$ cat src/rtl/a_muxn_pipe.sv
// a_muxn_pipe: registered N-channel select stage with per-channel valid/ready,
// directed or round-robin arbitration and a one-entry output register.
module a_muxn_pipe #(
    parameter int WIDTH = 64,
    parameter int NCH   = 4,
    parameter int SELW  = $clog2(NCH)
) (
    input  logic                 clk,
    input  logic                 reset_n,
    input  logic [NCH*WIDTH-1:0] in_data,
    input  logic [NCH-1:0]       in_valid,
    output logic [NCH-1:0]       in_ready,
    input  logic                 mode,
    input  logic [SELW-1:0]      sel,
    output logic [WIDTH-1:0]     out_data,
    output logic [SELW-1:0]      out_ch,
    output logic                 out_valid,
    input  logic                 out_ready,
    output logic                 sel_err
);

    logic [WIDTH-1:0] outData_q;
    logic [SELW-1:0]  outCh_q;
    logic             outValid_q;
    logic             selErr_q;
    logic [SELW-1:0]  rrPtr_q;
    logic [SELW-1:0]  rrPtr_d;

    logic             load;
    logic             selInRange;
    logic             grantAny;
    logic [SELW-1:0]  grantIdx;
    logic [WIDTH-1:0] grantData;
    logic             xfer;

    assign load       = !outValid_q || out_ready;
    assign selInRange = (int'(sel) < NCH);
    assign xfer       = reset_n && load && grantAny;

    // Round-robin scans downward so the lowest offset from rrPtr_q wins.
    always_comb begin
        int              c;
        logic [SELW-1:0] cIdx;
        grantAny = 1'b0;
        grantIdx = '0;
        c        = 0;
        cIdx     = '0;
        if (!mode) begin
            if (selInRange && in_valid[sel]) begin
                grantAny = 1'b1;
                grantIdx = sel;
            end
        end else begin
            for (int k = NCH - 1; k >= 0; k--) begin
                c = int'(rrPtr_q) + k;
                if (c >= NCH) begin
                    c = c - NCH;
                end
                cIdx = SELW'(c);
                if (in_valid[cIdx]) begin
                    grantAny = 1'b1;
                    grantIdx = cIdx;
                end
            end
        end
    end

    always_comb begin
        grantData = '0;
        in_ready  = '0;
        for (int i = 0; i < NCH; i++) begin
            if (grantIdx == SELW'(i)) begin
                grantData   = in_data[i*WIDTH +: WIDTH];
                in_ready[i] = xfer;
            end
        end
        rrPtr_d = (grantIdx == SELW'(NCH - 1)) ? '0 : grantIdx + SELW'(1);
    end

    always_ff @(posedge clk or negedge reset_n) begin
        if (!reset_n) begin
            outData_q  <= '0;
            outCh_q    <= '0;
            outValid_q <= 1'b0;
            selErr_q   <= 1'b0;
            rrPtr_q    <= '0;
        end else begin
            selErr_q <= !mode && !selInRange;
            if (load) begin
                if (xfer) begin
                    outData_q  <= grantData;
                    outCh_q    <= grantIdx;
                    outValid_q <= 1'b1;
                    if (mode) begin
                        rrPtr_q <= rrPtr_d;
                    end
                end else begin
                    outValid_q <= 1'b0;
                end
            end
        end
    end

    assign out_data  = outData_q;
    assign out_ch    = outCh_q;
    assign out_valid = outValid_q;
    assign sel_err   = selErr_q;

endmodule

$ cat config.mk
export PLATFORM = sky130hd
export DESIGN_NAME = a_muxn_pipe
export DESIGN_NICKNAME = d
export VERILOG_FILES = /design/src/rtl/a_muxn_pipe.sv
export SDC_FILE = /design/constraint.sdc
export NUM_CORES = 1
export LEC_CHECK = 0
export BUFFER_PORTS_ARGS = -buffer_cell sky130_fd_sc_hd__buf_4
export CAP_MARGIN = 10
export CORE_AREA = 8 8 127 129
export DETAILED_ROUTE_END_ITERATION = 8
export DIE_AREA = 0 0 135 137
export PLACE_DENSITY = 0.81
export SYNTH_ARGS = -nofsm -noshare
export SYNTH_HDL_FRONTEND = slang
export SYNTH_SLANG_ARGS = --single-unit
$ cat constraint.sdc
create_clock -name clk -period 3.6 [get_ports clk]
set_input_delay 0.36 -clock clk [delete_from_list [all_inputs] [get_ports clk]]
set_output_delay 0.36 -clock clk [all_outputs]
set_load 0.1 [all_outputs]
# Word level (Yosys, flattened, before mapping)

Cells that the tools add are included.

Input bits: 266
Logic and storage cells: 71
Register bits after elaboration: 69
Output and inout bits: 72

Multiplexer cells: 40
Add/subtract/negate cells: 8
Reductions and logical operators: 7
$lt $le $gt $ge: 9
Equal/unequal tests: 3

Operators with widths:

| kind                | count |
|---|---|
| $mux 64             | 4 |
| $mux 2              | 15 |
| $mux 1              | 16 |
| $lt 2x3->1 const B  | 5 |
| $bmux 1 s2          | 5 |
| $ge 3x3->1 const B  | 3 |
| $sub 2x1->2 const B | 4 |
| $add 2x2->3 const B | 2 |
| $eq 2x2->1 const B  | 2 |
| $add 2x1->3 const B | 1 |
| $ge 2x3->1 const B  | 1 |
| $reduce_and 3->1    | 1 |
| $add 2x1->2 const B | 1 |
| $eq 2x1->1 const B  | 1 |
| $logic_and 1x1->1   | 2 |
| $logic_not 2->1     | 1 |
| $reduce_and 2->1    | 1 |
| $logic_not 1->1     | 1 |
| $logic_or 1x1->1    | 1 |

# Longest topological paths before layout

Depth in word-level cells: 16
Mapped depth: 11
Mapped depth without buffers: 9

# Worst setup path after synthesis

OpenSTA, ideal clock, no wires.

Kind: register to output
Start: register rrPtr_q[0]
End: output in_ready[1]
Data required time: 3.240 ns
Buffers on the path: 2
Slack: 0.478 ns
Arrival: 2.762 ns
Stages on the path, launching flop included: 9
Cells stage by stage: dfrtp_1 a21boi_0 a311o_1 o2111ai_1 and2_1 ha_1 clkbuf_1 clkbuf_1 and3_1

Cells in the longest elaborated chain, start to end: 13
Elaborated cells on any way between the ends: 40
Classes of those cells: add/sub (7); order compare (4); eq/ne (1); mux (27); reduce/logical (1)

Ends and longest elaborated chain:

| item                                            | RTL line | text |
|---|---|---|
| start: declaration                              | 26       | `logic [SELW-1:0] rrPtr_q;` |
| start signal: assignment                        | 95       | `rrPtr_q <= rrPtr_d;` |
| $add 2x2->3                                     | 55       | `c = int'(rrPtr_q) + k;` |
| $ge 3x3->1 or $sub 2x1->2 (tied branches)       | 56, 57   |  |
| $mux 2                                          | 56       | `if (c >= NCH) begin` |
| $mux 2                                          | 48       | `if (!mode) begin` |
| $bmux 1 s2                                      | 60       | `if (in_valid[cIdx]) begin` |
| $mux 1 (not written as such)                    | 60       |  |
| $mux 2 or $mux 1 (tied branches) (4 in series)  | 60       |  |
| $mux 2 or $mux 1 (tied branches)                | 48       |  |
| $eq 2x1->1 or $logic_and 1x1->1 (tied branches) | 72, 38   |  |
| $mux 1 (*)                                      | 72       | `if (grantIdx == SELW'(i)) begin` |
| end: declaration                                | 12       | `output logic [NCH-1:0] in_ready,` |

Every way passes the cells marked *; elsewhere a longest branch is shown, timed or not. The select of a mux whose other input is x is not followed.

# Worst setup path in the final report

Start: register rrPtr_q[1]
End: output in_ready[2]

Cells in the longest elaborated chain, start to end: 13
Elaborated cells on any way between the ends: 40
Classes of those cells: add/sub (7); order compare (4); eq/ne (1); mux (27); reduce/logical (1)

Ends and longest elaborated chain:

| item                                            | RTL line |
|---|---|
| $add 2x2->3                                     | 55 |
| $ge 3x3->1 or $sub 2x1->2 (tied branches)       | 56, 57 |
| $mux 2                                          | 56 |
| $mux 2                                          | 48 |
| $bmux 1 s2                                      | 60 |
| $mux 1 (not written as such)                    | 60 |
| $mux 2 or $mux 1 (tied branches) (4 in series)  | 60 |
| $mux 2 or $mux 1 (tied branches)                | 48 |
| $eq 2x2->1 or $logic_and 1x1->1 (tied branches) | 72, 38 |
| $mux 1 (*)                                      | 72 |

Marks and branches as above.

==> results.md <==
* CTS hold repair buffers at 0
* Synth top area cells: dfrtp_1, mux2_4, a221oi_1
* Deepest clock path buffer count at 2
* Cell Count, Final, Fillers Out at roughly 1000
* Fill cell count at 1312
* WL/cell at about 20 µm
* Core area at around 0.014 mm²
* Clock Power Share at approximately a tenth
* CP Buf/Inv Count at 3
* Final hold violations at 0
* Complex-gate fraction of the synthesized area at about 24%
* Gate Count Post-Synth at between 400 and 500
* Combinational Power Share at slightly above 70%
* Crit path kind: register to primary output
* Slew @ Worst Pin at 0.896 ns
* Adder-cell share of the synthesized area at 1.01%
* GPL Wtd Cong at about 0.87
* Initial antenna violation count at 0
* CP endpoint kind: primary output
* Most common cell after layout, fill and taps aside: buf_4
* Initial DRC count at 232
* Dpl cell area at between 0.007 and 0.008 mm²
* Crit path launch type: register
* Status: finished, final reports clean
* Yosys warns at 0
* Largest net degree at the start of global routing at 70
* Sequential power share at between 10% and 20%
* Net Count, Synth at around 770
* Worst-path maximum fanout at 67
* Layout cell share with drive strength beyond 1 at a little over half
* Clock Sinks at 69
* Pre-Repair DR Iteration Count at 6
* H-tree Lvls at 3
* GRT Util Overall at slightly below 20%
* Port Buffer Count at between 300 and 400
* Cell family with most CP delay: buffers and inverters
* Hold slack at around 0.32 ns
* WP data required at roughly 3.2 ns
* Fin area at 0.00785 mm²
* Final nets at ~1100
* Post-Route WL at approximately 19000 µm
* Setup Fix Bufs, Post-CTS at 0
* Root buffer cell: clkbuf_16
* Max Freq at slightly above 300 MHz
* Global-route wire length before repair at 29100 µm
* Die Span Y at 137 µm
* Max-Cap Viols at 0
* Post-route ant nets at 0
* Clock Skew at 0.00692 ns
* Synth Cell Area at 0.00494 mm²
* Fraction of the mapped netlist area in simple logic gates at 15.9%
* Vias in the first global route at between 5000 and 6000
* Internal at between 0.003 and 0.004 W
* Placed cells at roughly 980
* Switching power total at 0.00430 W
* Number of I/O pins at roughly 340
* HP Class: input pin to asynchronous set/reset pin
* Ant diodes at 0
* Synth top area share at a little over a third
* CTS clk-pin slew, worst paths at ~0.060 ns
* GR Overflow Total at 0
* TritonCTS buffer count at 9
* DPL Wire Length at ~15000 µm
* Cts repair resizes at 0
* Area Overhead vs Synth at 58.8%
* Sw frac at approximately 58%
* Most frequent cells in the layout: buf_4, nand2_1, dfrtp_1
* Final worst path period share at 90.5%
* Mean Syn Cell Area at 9.93 µm²
* Final min period at 3.26 ns
* Average vias per placed instance at 5.31
* Crit path cell chain: inv_1 > a211oi_1 > o211ai_1 > and2_1 > ha_4 > buf_12 > and3_1 > buf_4
* Cell taking the most area after synthesis: dfrtp_1
* RSZ-0062 raised after global routing: no
* Worst path max stage delay at between 0.4 and 0.5 ns
* Number of remaining DRC errors at 0
* Later-pin clock latency in the skew report at roughly 0.33 ns
* Number of vias in the routed layout at 5268
* Starting density of the core at 34.8%
* Synthesis-stage register bit count at 69
* CTS tree: yes
* Rows at 44
* Worst path arrival time at 2.90 ns
* Largest family of logic cells by synthesized area: compound AO/OA/AOI/OAI gates
* Mux contribution to synthesized area at a little under a fifth
* Setup TNS at 0 ns
* Finish-stage setup viols at 0
* Max rail drop VDD at between 500 and 600 µV
* Die X at approximately 140 µm
* Leak pwr at between 3 and 4 nW
* Headroom to the max-slew limit at about two fifths
* Die area at 0.0185 mm²
* Xor/xnor share of the synthesized area at 0%
* Synth cell types at 40
* Register area share after synthesis at a little over a third
* Slowest-stage cell, CP: ha_4
* Pwr Density at 949 mW/mm²
* Final count of pins violating max slew at 0
==> final cells by class <==
type	instances	area, µm²	area share, %
Clock buffer	10	229	2.92
Clock inverter	6	30.0	0.383
Inverter	5	18.8	0.239
Multi-Input combinational cell	373	2990	38.1
Sequential cell	69	1730	22.0
Tap cell	184	230	2.93
Timing Repair Buffer	345	2630	33.5
==> power groups by stage <==
stage / combinational [W] / sequential (W) / clock (W)
2_1_floorplan: 0.00148 / 0.00390 / 0
3_3_place_gp: 0.00527 / 0.00135 / 0
3_5_place_dp: 0.00531 / 0.00137 / 0
6_report: 0.00530 / 0.00137 / 0.000784
4_1_cts: 0.00532 / 0.00137 / 0.000812
5_1_grt: 0.00550 / 0.00141 / 0.000834
==> path summary, 6_finish.rpt <==
check                              from           end  slack (ns)  cells after the start
max                          rrPtr_q[1]   in_ready[2]        0.34                      8
min                             reset_n     out_ch[0]        0.32                      2
max reg2reg                  rrPtr_q[1]  out_data[12]        0.67                     10
min reg2reg                out_data[33]  out_data[33]        0.51                      1
max in group asynchronous       reset_n  out_data[34]        2.70                      2
min in group clk              out_ready     out_valid        0.33                      3
==> routing by layer <==
metal  up-vias  global-route usage, %  part of all wire (%)
met4         0                   7.09                   2.1
met3        28                   6.61                   9.0
li1       2496                      -                     -
met1      2493                   22.5                    39
met5         -                      0                     0
met2       251                   33.9                    50
==> registers in the layout, indices dropped and copies added (netlist names) <==
name,flops
out_data,64
out_ch,2
rrPtr_q,2
out_valid,1
==> synthesized netlist by cell type (all sizes together) <==
master / count
a211oi: 1
a21boi: 1
a21oi: 6
a221oi: 63
a22o: 1
a311o: 1
a31oi: 3
and2: 4
and3: 4
and4b: 1
buf: 9
clkbuf: 42
conb: 1
dfrtp: 69
ha: 4
inv: 5
mux2: 66
mux2i: 2
nand2: 71
nand2b: 3
nand3b: 1
nor2b: 65
nor3b: 1
o2111ai: 1
o211ai: 1
o21a: 1
o21ai: 1
o221ai: 1
o31ai: 64
o32a: 1
o41a: 1
o41ai: 1
or2: 1
or3b: 1
==> cell families (layout without fill, tap and decap cells) <==
group                      after synthesis  count (layout)
buffers and inverters                   56             366
and+or+nand+nor                        152             152
other                                    1               1
AOI/OAI and AO/OA                      148             148
muxes                                   68              68
adders and majority gates                4               4
DFF                                     69              69
==> stage by stage <==
stage               utilization [%]  setup WS, ns  total power [W]
detailed placement             53.4         0.625          0.00668
finish                         55.3         0.343          0.00745
global placement               53.4         0.652          0.00663
global route                   55.3         0.128          0.00775
floorplan                         -         0.478          0.00538
CTS                            55.3         0.324          0.00750
==> worst register-to-register path: stages, from the launching register on <==
cell,delay (ns)
dfrtp_1,0.45
inv_1,0.12
a211oi_1,0.37
o211ai_1,0.21
and2_1,0.23
ha_1,0.24
nor2b_4,0.14
buf_12,0.17
a221oi_1,0.49
o31ai_1,0.12
mux2_2,0.28
Power figures use the tool's default switching activity.
